[config.mk]
export PLATFORM = sky130hd
export DESIGN_NAME = alu_step_controller
export DESIGN_NICKNAME = d
export VERILOG_FILES = /design/src/rtl/alu_step_controller.sv
export SDC_FILE = /design/constraint.sdc
export NUM_CORES = 1
export LEC_CHECK = 0
export CAP_MARGIN = 20
export CORE_MARGIN = 2
export CORE_UTILIZATION = 30
export DETAILED_ROUTE_END_ITERATION = 12
export PLACE_DENSITY = 0.52
export SLEW_MARGIN = 20
export SYNTH_ARGS = -nofsm -noshare
export SYNTH_HDL_FRONTEND = slang
export SYNTH_SLANG_ARGS = --single-unit
[constraint.sdc]
create_clock -name clk_btn -period 3.5 [get_ports clk_btn]
set_input_delay 1.05 -clock clk_btn [delete_from_list [all_inputs] [get_ports clk_btn]]
set_output_delay 1.05 -clock clk_btn [all_outputs]
set_load 0.02 [all_outputs]
[src/rtl/alu_step_controller.sv]
// Purpose : step-by-step operand/opcode entry from two pushbuttons, drives an external ALU and captures its output.
// Latency : a press acts on the 3rd clk_btn edge after the key is first sampled low (+DEBOUNCE_CYCLES with the filter);
//           the result is captured ALU_LATENCY cycles after alu_start.
// Backpressure: none; presses that arrive while an execution is in flight are dropped, not queued.
//
// Ports:
//   clk_btn, rst_btn          : clock (CLOCK_50) and synchronous active-high reset
//   key_advance, key_back     : raw active-low pushbuttons (asynchronous, idle 1)
//   sw_data                   : board switches, loaded into op_a / op_b / opcode
//   alu_result, alu_flags     : external ALU outputs
//   op_a, op_b, opcode        : registered operands and operation to the ALU
//   alu_start                 : one-cycle execute pulse
//   result, flags, result_valid : captured ALU output
//   stage                     : display step index 00=A 01=B 10=OP/EXEC 11=RES
//
// Optional feature: define ULA_STEP_DEBOUNCE_EN to insert a DEBOUNCE_CYCLES stability filter on both keys.

module alu_step_controller #(
  parameter int WIDTH           = 8,
  parameter int ALU_LATENCY     = 2,
  parameter int DEBOUNCE_CYCLES = 500000
) (
  input  logic             clk_btn,
  input  logic             rst_btn,
  input  logic             key_advance,
  input  logic             key_back,
  input  logic [WIDTH-1:0] sw_data,
  input  logic [WIDTH-1:0] alu_result,
  input  logic [3:0]       alu_flags,
  output logic [WIDTH-1:0] op_a,
  output logic [WIDTH-1:0] op_b,
  output logic [2:0]       opcode,
  output logic             alu_start,
  output logic [WIDTH-1:0] result,
  output logic [3:0]       flags,
  output logic             result_valid,
  output logic [1:0]       stage
);

  if (ALU_LATENCY < 1 || ALU_LATENCY > 15 || DEBOUNCE_CYCLES < 1) begin : g_bad_param
    $error("alu_step_controller: illegal parameter value");
  end

  typedef enum logic [2:0] {
    S_A    = 3'd0,
    S_B    = 3'd1,
    S_OP   = 3'd2,
    S_EXEC = 3'd3,
    S_RES  = 3'd4
  } state_t;

  localparam logic [3:0] LAT_LAST = 4'(ALU_LATENCY - 1);

  // Key conditioning; bit 0 = advance, bit 1 = back. Everything resets to the
  // idle (released) level so leaving reset never looks like a press.
  logic [1:0] key_raw;
  logic [1:0] sync1;
  logic [1:0] sync2;
  logic [1:0] key_lvl;
  logic [1:0] key_lvl_q;
  logic [1:0] press;
  logic       adv_p;
  logic       back_p;

  assign key_raw = {key_back, key_advance};

  always_ff @(posedge clk_btn) begin
    if (rst_btn) begin
      sync1 <= 2'b11;
      sync2 <= 2'b11;
    end else begin
      sync1 <= key_raw;
      sync2 <= sync1;
    end
  end

`ifdef ULA_STEP_DEBOUNCE_EN
  localparam int DB_W = (DEBOUNCE_CYCLES > 1) ? $clog2(DEBOUNCE_CYCLES) : 1;
  localparam logic [DB_W-1:0] DB_LAST = DB_W'(DEBOUNCE_CYCLES - 1);

  logic [DB_W-1:0] db_cnt [2];
  logic [1:0]      filt;

  // The filtered level follows the synchronized level only after it has
  // disagreed for DEBOUNCE_CYCLES consecutive cycles; any agreement restarts.
  always_ff @(posedge clk_btn) begin
    if (rst_btn) begin
      filt      <= 2'b11;
      db_cnt[0] <= '0;
      db_cnt[1] <= '0;
    end else begin
      for (int i = 0; i < 2; i++) begin
        if (sync2[i] == filt[i]) begin
          db_cnt[i] <= '0;
        end else if (db_cnt[i] == DB_LAST) begin
          filt[i]   <= sync2[i];
          db_cnt[i] <= '0;
        end else begin
          db_cnt[i] <= db_cnt[i] + DB_W'(1);
        end
      end
    end
  end

  assign key_lvl = filt;
`else
  assign key_lvl = sync2;
`endif

  always_ff @(posedge clk_btn) begin
    if (rst_btn) begin
      key_lvl_q <= 2'b11;
    end else begin
      key_lvl_q <= key_lvl;
    end
  end

  // Falling edge = new press. Coincident presses cancel each other.
  assign press  = key_lvl_q & ~key_lvl;
  assign adv_p  = press[0] & ~press[1];
  assign back_p = press[1] & ~press[0];

  // Step FSM
  state_t     state;
  state_t     state_nxt;
  logic [1:0] stage_nxt;
  logic [3:0] lat_cnt;
  logic       ld_a;
  logic       ld_b;
  logic       ld_op;
  logic       cap;
  logic       clr_rv;

  always_ff @(posedge clk_btn) begin
    if (rst_btn) begin
      state <= S_A;
    end else begin
      state <= state_nxt;
    end
  end

  always_comb begin
    state_nxt = state;
    ld_a      = 1'b0;
    ld_b      = 1'b0;
    ld_op     = 1'b0;
    cap       = 1'b0;
    clr_rv    = 1'b0;
    unique case (state)
      S_A: begin
        if (adv_p) begin
          ld_a      = 1'b1;
          state_nxt = S_B;
        end
      end
      S_B: begin
        if (adv_p) begin
          ld_b      = 1'b1;
          state_nxt = S_OP;
        end else if (back_p) begin
          state_nxt = S_A;
        end
      end
      S_OP: begin
        if (adv_p) begin
          ld_op     = 1'b1;
          state_nxt = S_EXEC;
        end else if (back_p) begin
          state_nxt = S_B;
        end
      end
      S_EXEC: begin
        // Keys are ignored here; lat_cnt stops at LAT_LAST so exit happens once.
        if (lat_cnt == LAT_LAST) begin
          cap       = 1'b1;
          state_nxt = S_RES;
        end
      end
      S_RES: begin
        if (adv_p) begin
          clr_rv    = 1'b1;
          state_nxt = S_A;
        end else if (back_p) begin
          clr_rv    = 1'b1;
          state_nxt = S_OP;
        end
      end
      default: state_nxt = S_A;
    endcase
  end

  always_comb begin
    stage_nxt = 2'b00;
    unique case (state_nxt)
      S_A:            stage_nxt = 2'b00;
      S_B:            stage_nxt = 2'b01;
      S_OP, S_EXEC:   stage_nxt = 2'b10;
      S_RES:          stage_nxt = 2'b11;
      default:        stage_nxt = 2'b00;
    endcase
  end

  // Registered outputs and datapath
  always_ff @(posedge clk_btn) begin
    if (rst_btn) begin
      stage        <= 2'b00;
      lat_cnt      <= '0;
      alu_start    <= 1'b0;
      op_a         <= '0;
      op_b         <= '0;
      opcode       <= '0;
      result       <= '0;
      flags        <= '0;
      result_valid <= 1'b0;
    end else begin
      stage     <= stage_nxt;
      // alu_start is high during the first S_EXEC cycle, which is cycle 0 of the count.
      alu_start <= ld_op;
      if (ld_op) begin
        lat_cnt <= '0;
      end else if (state == S_EXEC && !cap) begin
        lat_cnt <= lat_cnt + 4'd1;
      end
      if (ld_a) begin
        op_a <= sw_data;
      end
      if (ld_b) begin
        op_b <= sw_data;
      end
      if (ld_op) begin
        opcode <= sw_data[2:0];
      end
      if (cap) begin
        result       <= alu_result;
        flags        <= alu_flags;
        result_valid <= 1'b1;
      end else if (clr_rv) begin
        result_valid <= 1'b0;
      end
    end
  end

endmodule

==> results of run 1 <==
## layout make-up
type,instances,area [µm²],area share [%]
Inverter,6,22.52,0.8721
Timing Repair Buffer,59,588.1,22.77
Clock buffer,6,82.58,3.198
Sequential cell,48,960.9,37.21
Tap cell,75,93.84,3.634
Clock inverter,1,8.758,0.3391
Multi-Input combinational cell,140,825.8,31.98
## synthesized netlist by cell type
master,n
nor4b_1,1
inv_1,5
nand3_1,1
clkbuf_1,4
and3_4,1
and2b_4,1
and2b_1,1
nand2_1,42
mux2i_1,11
and3b_1,1
nor2_1,19
buf_2,1
o31ai_1,1
and2_4,1
o21ai_0,1
or2_2,6
nand2b_1,2
a211oi_2,2
a22oi_1,1
buf_6,2
buf_4,3
inv_2,1
dfxtp_1,48
ha_1,5
nand2_2,1
a21oi_1,23
xor2_1,2
xnor2_1,1
nor2b_1,4
o21bai_1,2
a22o_2,1
and3_1,2
a211oi_1,1
nand4_1,1
or2_4,1
and3_2,1
nor3_2,1
nor3b_2,1
or2_1,1
## registers in the layout (all words and copies together), names as in the netlist
| name | cells |
|---|---|
| alu_start | 1 |
| stage | 2 |
| flags | 4 |
| lat_cnt | 4 |
| sync1 | 2 |
| state | 3 |
| key_lvl | 2 |
| op_b | 8 |
| key_lvl_q | 2 |
| result_valid | 1 |
| opcode | 3 |
| op_a | 8 |
| result | 8 |
## cell families (layout without fill, tap and decap cells)
group                    count (synthesis)  count (layout)  synth area share, %
AO/OA/AOI/OAI                           32              32                10.28
AND/OR/NAND/NOR                         89              89                23.16
buffers and inverters                   16              72                4.672
flip-flops                              48              48                51.27
multiplexers                            11              11                5.875
XOR/XNOR                                 3               3                1.402
adder cells (fa/ha/maj)                  5               5                3.338
## stage by stage
step	setup slack, ns	instance area [µm²]	utilization [%]
floorplan	1.763	1874	-
global placement	1.054	2491	41.58
detailed placement	1.035	2491	41.58
CTS	1.157	2582	43.11
global route	1.113	2582	43.11
finish	1.167	2582	43.11
## path summary, 6_finish.rpt
kind                            cells past startpoint  slack [ns]                     to                     from
worst min-delay path                                1        0.41  key_lvl[1]$_SDFF_PP1_      sync1[1]$_SDFF_PP1_
worst max register to register                      6        1.62   op_b[4]$_SDFFE_PP0P_  key_lvl_q[0]$_SDFF_PP1_
worst min register to register                      1        0.41  key_lvl[1]$_SDFF_PP1_      sync1[1]$_SDFF_PP1_
worst max-delay path                                1        1.17              opcode[0]   opcode[0]$_SDFFE_PP0P_
## power breakdown
group          total, µW  switching [µW]  internal [µW]
combinational       74.5            33.2           41.3
sequential           557            3.93            553
clock                335             178            158
## routing by layer
layer,global-route usage [%],vias up,share of wire [%]
met5,0,-,0
met4,3.428,0,1.4
met3,5.467,8,8.4
met2,19.50,45,42
met1,15.57,656,49
li1,-,775,-
## worst reg2reg max path, cell delays in order, from the launching register on
cell     delay, ns
dfxtp_1       0.31
nor2b_1       0.21
ha_1          0.28
and2b_1       0.16
and3_1        0.50
mux2i_1       0.24
nor2_1        0.05
==> run summary, run 1 <==
The run finished with clean final reports. The largest single stage delay on the critical path is 0.64 ns. Routability-driven placement finished with a final weighted congestion of 0.7477. The number of nets in the synthesized netlist is 233. In this run, placement finished with an instance count of 328. Leaving out fill and tap cells, the most frequent cell in the layout is clkdlybuf4s50_1. The worst slew margin relative to its limit came out at 64.18%. Among cell families on the critical path, the largest total delay comes from buffers and inverters.

The combined global-route utilization of all metal layers is 12.44%. The critical path's slowest cell is clkdlybuf4s50_1. The number of CTS-inserted buffers came out at 5. The number of clock sinks came out at 48. The final critical path takes up 66.65% of the cycle. In the layout the commonest cells are 58 x clkdlybuf4s50_1, 48 x dfxtp_1, 42 x nand2_1, 23 x a21oi_1, 19 x nor2_1. The setup path with the least slack is of type flop to primary output.

The per-cell via count in the routed design is 4.430. The maximum resistive drop on vdd came out at 0.0002192 V. The die is 83.04 µm wide. The number of rows in the core area is 28. In this run the cell area of the synthesized design comes to 1874 µm². Walking the worst path, the cells encountered are clkdlybuf4s50_1.

The type of destination of the critical path is a primary output. The total of cells resized after clock tree synthesis is 0. The pin count of the biggest net entering global routing is 28.

The routed via count came out at 1484. The detailed placement HPWL is 2881 µm. The total power per unit cell area is 374.5 nW/µm².

The initial core utilization is 31.29%. The number of warnings issued by yosys came out at 0. The number of distinct library cell variants in the gate-level netlist after synthesis came out at 39. The total wire length after detailed routing is 4131 µm.

In this run the worst hold path is classified as flop to flop. Cells with a size suffix above 1 make up 10.00% of the layout. The share of the synthesized area in the top cell type came out at 51.27%.

The critical path arrival is 1.28 ns. The post-route DRC violation count came out at 0. Setup repair after global routing left no endpoint under its margin. For this run, the top clock speed supported by timing is 428.7 MHz. The final number of hold-violating endpoints came out at 0.

In this run the deepest clock path goes through 2 buffers. Sorting the synthesized cells by area gives the leading types as dfxtp_1 51%, nand2_1 8.4%, a21oi_1 6.1%. The die extent in y is 83.04 µm. The first routing iteration left 70 violations.

The area growth from synthesis to layout is 37.78%. The measured slew at the worst slew-check pin is 0.5374 ns. The total power consumption of the routed design came out at 967.1 µW. For this run, the detailed router's first-pass iteration total came to 4.

The count of maximum capacitance violations came out at 0. A synthesized cell averages 9.188 µm². In this run the static leakage power is 0.0009014 µW. The core region area came out at 5991 µm². STA classifies the critical path startpoint as a flop. The synthesized design spends more area on one cell type than any other, namely dfxtp_1. The total die area is 6896 µm².

The post-synthesis cell count came out at 204. The biggest fanout along the worst timing path came out at 2. The number of hold-repair buffers added at the cts stage came out at 0. The clock latency on the worst-skew pair came out at 0.30 ns. The count of buffer and inverter cells on the critical path is 1. The top-level port count is 59.

The wire length of the first global-routing pass is 7127 µm. The TritonCTS clock tree is done. The number of antenna diodes in the final layout is 0. The filler cell count came out at 606. The share of synthesized area occupied by flip-flops and latches is 51.27%. The flop and latch count out of synthesis is 48. The number of nets with antenna violations after routing came out at 0. Clock tree synthesis selected as its root buffer the cell clkbuf_8.

The routed length per instance came out at 12.33 µm. In the final timing run, aggregate negative setup slack is 0 ns. Once layout is complete, the cells apart from fillers number 335. The final clock skew came out at 0.009651 ns.

After the last flow step, the layout net total stands at 289. The hold slack came out at 0.4145 ns. The count of buffers added by post-CTS timing repair for setup is 0. The final-report max-slew violation count came to 0.

Setup violations remaining at the end of the flow were counted as 0. Port buffering added 58 buffers. The clock period could shrink to 2.333 ns. The maximum level of the CTS H-tree is 2. The via count of the first global-routing pass came out at 1516. The initial antenna violation count came out at 0.

The clock edge transition at the registers on the reported setup and hold paths came out at 0.09 ns. For the worst setup path, the data required time is 2.45 ns. The total grt overflow is 0.
Power figures use the tool's default switching activity.
==> run 2: changes to the inputs <==
Clock period 3.5 ns to 2.2 ns, I/O delays scaled along.
==> run summary, run 2 (synthesis gave the netlist of run 1 again) <==
The most common cell after layout, fill and taps aside is clkdlybuf4s50_1 (unchanged). The count of cells along the worst hold path was 1 (unchanged). The number of cells on the critical path is 1 (unchanged). The routed via count was 1509 (was 1484). The count of buffers added by post-CTS timing repair for setup is 0 (unchanged). The top-level port count is 59 (unchanged).

The sequential group share of total power came out at 53.3% (was 57.6%). The per-cell via count in the routed design came out at 4.464 (was 4.430). The post-route DRC violation count was 0 (unchanged). The number of CTS-inserted buffers is 5 (unchanged). The critical path arrival is 1.27 ns (was 1.28 ns).

The total die area came out at 6896 µm² (unchanged). The static leakage power is 0.0009258 µW (was 0.0009014 µW). The deepest clock path buffer count is 2 (unchanged).

The number of clock sinks is 48 (unchanged). The maximum cell stage delay along the critical path is 0.62 ns (was 0.64 ns). The detailed router's first-iteration violation count came out at 43 (was 70). The cell family contributing the most delay on the critical path is buffers and inverters (unchanged). The switching part of the total came to 20.76% (was 22.20%). The final number of hold-violating endpoints came out at 0 (unchanged).

The clock tree root buffer cell is clkbuf_8 (unchanged). The final design utilization was 43.86% (was 43.11%). The pin count of the biggest net entering global routing was 29 (was 28). The classification of the worst-slack hold path was flop to flop (unchanged). The number of nets with antenna violations after routing came out at 0 (unchanged).

The depth of the most critical reg-to-reg path is 7 (was 6). The switching power came out at 345.5 µW (was 214.7 µW). The clock latency on the worst-skew pair came out at 0.30 ns (about the same). The final clock skew was 0.009492 ns (was 0.009651 ns). Result of the run: complete, no violations (unchanged). The hold slack came out at 0.4159 ns (was 0.4145 ns).

The count of maximum capacitance violations is 0 (unchanged). The total wire length after detailed routing is 3933 µm (was 4131 µm). The routed length per instance is 11.64 µm (was 12.33 µm). The total power per unit cell area came to 633.5 nW/µm² (was 374.5 nW/µm²). The fraction of final layout cells sized beyond drive strength 1 came out at 11.03% (was 10.00%). The clock share of power is 39.6% (was 34.7%). The count of buffer and inverter cells on the critical path is 1 (unchanged). The measured slew at the worst slew-check pin came out at 0.3493 ns (was 0.5374 ns).

The clock edge transition at the registers on the reported setup and hold paths is 0.09 ns (about the same). The internal power came out at 1319 µW (was 752.4 µW). The reg-to-reg setup timing slack is 0.43 ns (was 1.62 ns).

The final-report max-slew violation count was 0 (unchanged). The detailed placement HPWL came out at 2786 µm (was 2881 µm). The maximum clock rate came out at 519.1 MHz. The number of setup violations in the final report came to 0 (unchanged). The horizontal extent of the die came out at 83.04 µm (unchanged).

Registers with the most flip-flops: op_a (8), op_b (8), result (8) (unchanged). Subtracting the final worst setup slack from the clock period gives 1.926 ns. The total of cells resized after clock tree synthesis came out at 0 (unchanged). The critical path's slowest cell is clkdlybuf4s50_1 (unchanged). The initial core utilization is 31.29% (unchanged). The critical path launch point type was a flop (unchanged). The number of nets in the layout came out at 291 (was 289). The count of TritonRoute iterations in the first routing pass is 4 (unchanged). The type of destination of the critical path is a primary output (unchanged). Critical Path, Cell by Cell: clkdlybuf4s50_1 (unchanged). The wire length of the first global-routing pass came to 6561 µm (was 7127 µm). The maximum level of the CTS H-tree is 2 (unchanged). The number of hold-repair buffers added at the cts stage is 0 (unchanged). The area growth from synthesis to layout came out at 40.19% (was 37.78%). Commonest non-fill, non-tap cells in the layout: 58 x clkdlybuf4s50_1, 48 x dfxtp_1, 42 x nand2_1, 23 x a21oi_1, 19 x nor2_1 (unchanged). The port buffer count came to 58 (unchanged). The worst slew margin relative to its limit came out at 76.65% (was 64.18%). The class of the most critical setup path was flop to primary output (unchanged). The routability congestion estimate from global placement is 0.7879 (was 0.7477). The core region area came out at 5991 µm² (unchanged). The die extent in y is 83.04 µm (unchanged). The data required time at the worst endpoint is 1.54 ns (was 2.45 ns). The initial antenna violation count was 0 (unchanged). The TritonCTS clock tree is done (unchanged). The setup total negative slack came to 0 ns (unchanged). The number of inserted diodes came out at 0 (unchanged). The via count of the first global-routing pass came to 1453 (was 1516). The biggest fanout along the worst timing path is 2 (unchanged).

RSZ-0062 raised after global routing: no (unchanged). The logic gate share of total power was 7.1% (was 7.7%). The combined global-route utilization of all metal layers is 11.65% (was 12.44%).

The total grt overflow was 0 (unchanged). The maximum resistive drop on vdd came out at 0.0003096 V (was 0.0002192 V). The final worst-path cycle share is 87.56%.

The number of rows in the core area is 28 (unchanged).
## run 2: changes by cell type in the layout (fill, tap and decap cells not counted)
cell / delta
buf_4: +2
bufinv_16: +1
## run 2: final timing paths
check / endpoint / from
hold reg to reg: key_lvl[1]$_SDFF_PP1_ / sync1[1]$_SDFF_PP1_
setup reg to reg: stage[1]$_SDFF_PP0_ / key_lvl_q[1]$_SDFF_PP1_
setup / recovery: result_valid / result_valid$_SDFFE_PP0P_
hold / removal: key_lvl[1]$_SDFF_PP1_ / sync1[1]$_SDFF_PP1_
## run 2: per-layer routing
metal | track usage, % | up-vias | routed length (µm)
met2 | 18.77 | 51 | 1726
met1 | 13.48 | 665 | 1784
met3 | 5.666 | 9 | 355
met5 | 0 | - | 0
li1 | - | 784 | -
met4 | 4.024 | 0 | 66
## run 2: layout make-up
type | count | area [µm²]
clock buffers | 6 | 82.58
clock inverters | 2 | 38.79
well taps | 75 | 93.84
multi-input cells | 140 | 825.8
flip-flops and latches | 48 | 960.9
repair buffers | 61 | 603.1
inverters | 6 | 22.52
fillers | 582 | 3363
## run 2: power groups by stage
stage	combinational [µW]	clock [µW]	sequential (µW)
6_report	119	659	887
4_1_cts	121	684	887
2_1_floorplan	42.3	0	915
3_5_place_dp	120	0	908
3_3_place_gp	121	0	907
5_1_grt	131	709	888
## run 2: per-stage QoR
stage	worst slack (ns)	instances	power, µW	instance area [µm²]
2_1_floorplan	0.5963	204	956.8	1874
3_3_place_gp	0.3949	330	1029	2506
3_5_place_dp	0.3763	330	1028	2506
4_1_cts	0.2589	338	1692	2628
5_1_grt	0.2136	338	1728	2628
6_report	0.2738	338	1664	2628
==> run 3: changes to the inputs <==
Settings changed: ABC_AREA set to 1.
==> run summary, run 3 <==
Result of the run: complete, no violations (unchanged). The count of TritonRoute iterations in the first routing pass came to 3 (was 4). The per-cell via count in the routed design was 4.268 (was 4.464). The post-synthesis cell count came out at 233 (was 204).

The maximum clock rate came out at 521.2 MHz (was 519.1 MHz). The setup total negative slack is 0 ns (unchanged). The area of placed instances came to 2512 µm² (was 2506 µm²). Commonest non-fill, non-tap cells in the layout: 58 x clkdlybuf4s50_1, 48 x nor2_1, 48 x dfxtp_1, 30 x o21ai_0 (was 58 x clkdlybuf4s50_1, 48 x dfxtp_1, 42 x nand2_1, 23 x a21oi_1, 19 x nor2_1). The combined global-route utilization of all metal layers came out at 12.43% (was 11.65%). The horizontal extent of the die came out at 82.46 µm (was 83.04 µm). The total wire length after detailed routing is 3975 µm (was 3933 µm). The share of synthesized area occupied by flip-flops and latches came out at 52.03% (was 51.27%).

The maximum level of the CTS H-tree was 2 (unchanged). The type of destination of the critical path is a primary output (unchanged). The biggest fanout along the worst timing path is 2 (unchanged). The number of distinct library cell variants in the gate-level netlist after synthesis came out at 22 (was 39). The post-synthesis cell area came out at 1847 µm² (was 1874 µm²). The number of enable flip-flop cells after synthesis came out at 0 (unchanged). The critical path's slowest cell is clkdlybuf4s50_1 (unchanged). The met2 demand-to-capacity share in global routing is 18.71% (was 18.77%). The clock latency on the worst-skew pair came out at 0.29 ns (was 0.30 ns). The synthesized area divided by synthesized cell count is 7.926 µm² (was 9.188 µm²). The detailed placement HPWL is 2885 µm (was 2786 µm). The count of buffers added by post-CTS timing repair for setup came out at 0 (unchanged). The number of CTS-inserted buffers came out at 5 (unchanged). The deepest clock path buffer count came out at 2 (unchanged). The shortest period the worst path allows came out at 1.918 ns (was 1.926 ns). The clock tree root buffer cell is clkbuf_8 (unchanged).

The number of nets with antenna violations after routing came to 0 (unchanged). The fraction of final layout cells sized beyond drive strength 1 is 7.797% (was 11.03%). The area growth from synthesis to layout came out at 40.24% (was 40.19%). RSZ-0062 raised after global routing: no (unchanged). Leading cell types by total area after synthesis: dfxtp_1 52%, nor2_1 9.8%, o21ai_0 8.1% (was dfxtp_1 51%, nand2_1 8.4%, a21oi_1 6.1%). The data required time at the worst endpoint came out at 1.54 ns (about the same). The classification of the worst-slack hold path is flop to flop (unchanged). The count of maximum capacitance violations came out at 0 (unchanged). The port buffer count was 58 (unchanged). The clock edge transition at the registers on the reported setup and hold paths is 0.08 ns (was 0.09 ns).

The routability congestion estimate from global placement is 0.8084 (was 0.7879). The cell family contributing the most delay on the critical path was buffers and inverters (unchanged). The met1 layer usage reported by global route is 16.75% (was 13.48%). Most instantiated cells after synthesis: 48 x dfxtp_1, 48 x nor2_1, 30 x o21ai_0 (was 48 x dfxtp_1, 42 x nand2_1, 23 x a21oi_1). The share of async-settable or async-resettable flops after synthesis came out at 0% (unchanged).

The static leakage power was 0.001068 µW (was 0.0009258 µW). The core region area came out at 5921 µm² (was 5991 µm²). The routed length per instance is 10.74 µm (was 11.64 µm).

The maximum resistive drop on vdd is 0.0003040 V (was 0.0003096 V). The count of buffer and inverter cells on the critical path came out at 1 (unchanged). The met3 track demand over resource came out at 4.130% (was 5.666%). The top-level port count came out at 59 (unchanged).

Critical Path, Cell by Cell: clkdlybuf4s50_1 (unchanged). The initial antenna violation count came out at 0 (unchanged). The final number of hold-violating endpoints came out at 0 (unchanged). The number of warnings issued by yosys is 0 (unchanged). The detailed router's first-iteration violation count is 26 (was 43). Registers with the most flip-flops: op_a (8), op_b (8), result (8) (unchanged). The number of rows in the core area was 28 (unchanged).

The most common cell after layout, fill and taps aside was clkdlybuf4s50_1 (unchanged). The pin count of the biggest net entering global routing is 20 (was 29). The filler cell count is 604 (was 582). The critical path launch point type is a flop (unchanged). The total power per unit cell area is 583.9 nW/µm² (was 633.5 nW/µm²). The maximum cell stage delay along the critical path is 0.61 ns (was 0.62 ns). The number of hold-repair buffers added at the cts stage came out at 0 (unchanged). The final clock skew came out at 0.003732 ns (was 0.009492 ns). The synthesized netlist net count came out at 262 (was 233). The via count of the first global-routing pass came to 1436 (was 1453). The predominant post-synthesis flop cell is dfxtp_1 (unchanged). The flop and latch count out of synthesis came out at 48 (unchanged). The final worst-path cycle share is 87.20% (was 87.56%). The number of setup violations in the final report came out at 0 (unchanged). The worst slew margin relative to its limit is 81.37% (was 76.65%). The cell taking the most area after synthesis is dfxtp_1 (unchanged). The post-route DRC violation count is 0 (unchanged). The design area is 2590 µm² (was 2628 µm²).

The final-report max-slew violation count is 0 (unchanged). The share of the synthesized area in the top cell type came out at 52.03% (was 51.27%). The critical path arrival is 1.26 ns (was 1.27 ns). The most congested layer reported by global routing was met2 (unchanged).

The die extent in y came out at 82.46 µm (was 83.04 µm). The number of clock sinks came out at 48 (unchanged). The wire length of the first global-routing pass is 6465 µm (was 6561 µm).

The measured slew at the worst slew-check pin came out at 0.2791 ns (was 0.3493 ns). The number of inserted diodes came out at 0 (unchanged). The number of nets in the layout was 324 (was 291). The initial core utilization is 31.19% (was 31.29%). The TritonCTS clock tree is done (unchanged). The class of the most critical setup path is flop to primary output (unchanged). The routed via count is 1579 (was 1509).

The total of cells resized after clock tree synthesis came out at 0 (unchanged). The total grt overflow is 0 (unchanged). The total die area came out at 6800 µm² (was 6896 µm²).
run 3: cell type report:
cell class	count	area (µm²)	share of cell area, %
clock buffer	6	72.57	2.802
clock inverter	1	5.005	0.1932
inverter	27	101.3	3.913
multi-input combinational	151	745.7	28.79
sequential	48	960.9	37.10
tap	75	93.84	3.623
timing repair buffer	62	610.6	23.57
run 3: logic make-up after synthesis:
kind of cell             Yosys count  synth area share (%)
AND/OR/NAND/NOR                   96                 22.90
AO/OA/AOI/OAI                     48                 13.14
flip-flops                        48                 52.03
buffers and inverters             34                 7.588
adder cells (fa/ha/maj)            5                 3.388
XOR/XNOR                           2                0.9487
run 3: per-layer routing:
layer	up-vias	wire length, µm
li1	855	-
met1	671	2028
met2	47	1587
met3	6	316
met4	0	43
met5	-	0
run 3: stage by stage:
stage | hold WS, ns | worst slack [ns] | total power (µW) | utilization (%) | std cells
finish | 0.4117 | 0.2815 | 1512 | 43.74 | 370
global placement | 0.3920 | 0.5074 | 1048 | 42.43 | 363
detailed placement | 0.3942 | 0.4710 | 1047 | 42.43 | 363
floorplan | 0.3895 | 0.9102 | 970.3 | - | 233
global route | 0.4337 | 0.2328 | 1585 | 43.74 | 370
CTS | 0.4144 | 0.2684 | 1533 | 43.74 | 370
run 3: worst paths after layout:
path	to	slack, ns	depth (start not counted)	startpoint
worst max-delay path	opcode[0]	0.28	1	opcode[0]$_SDFFE_PP0P_
worst min-delay path	key_lvl[1]$_SDFF_PP1_	0.41	1	sync1[1]$_SDFF_PP1_
worst max register to register	op_b[0]$_SDFFE_PP0P_	0.73	8	key_lvl[0]$_SDFF_PP1_
worst min register to register	key_lvl[1]$_SDFF_PP1_	0.41	1	sync1[1]$_SDFF_PP1_
run 3: power breakdown:
group / leakage [µW] / internal (µW) / switching, µW
logic: 0.000638 / 73.3 / 62.2
clock network: 0.0000410 / 216 / 270
registers: 0.000389 / 884 / 6.92
total: 0.00107 / 1170 / 339
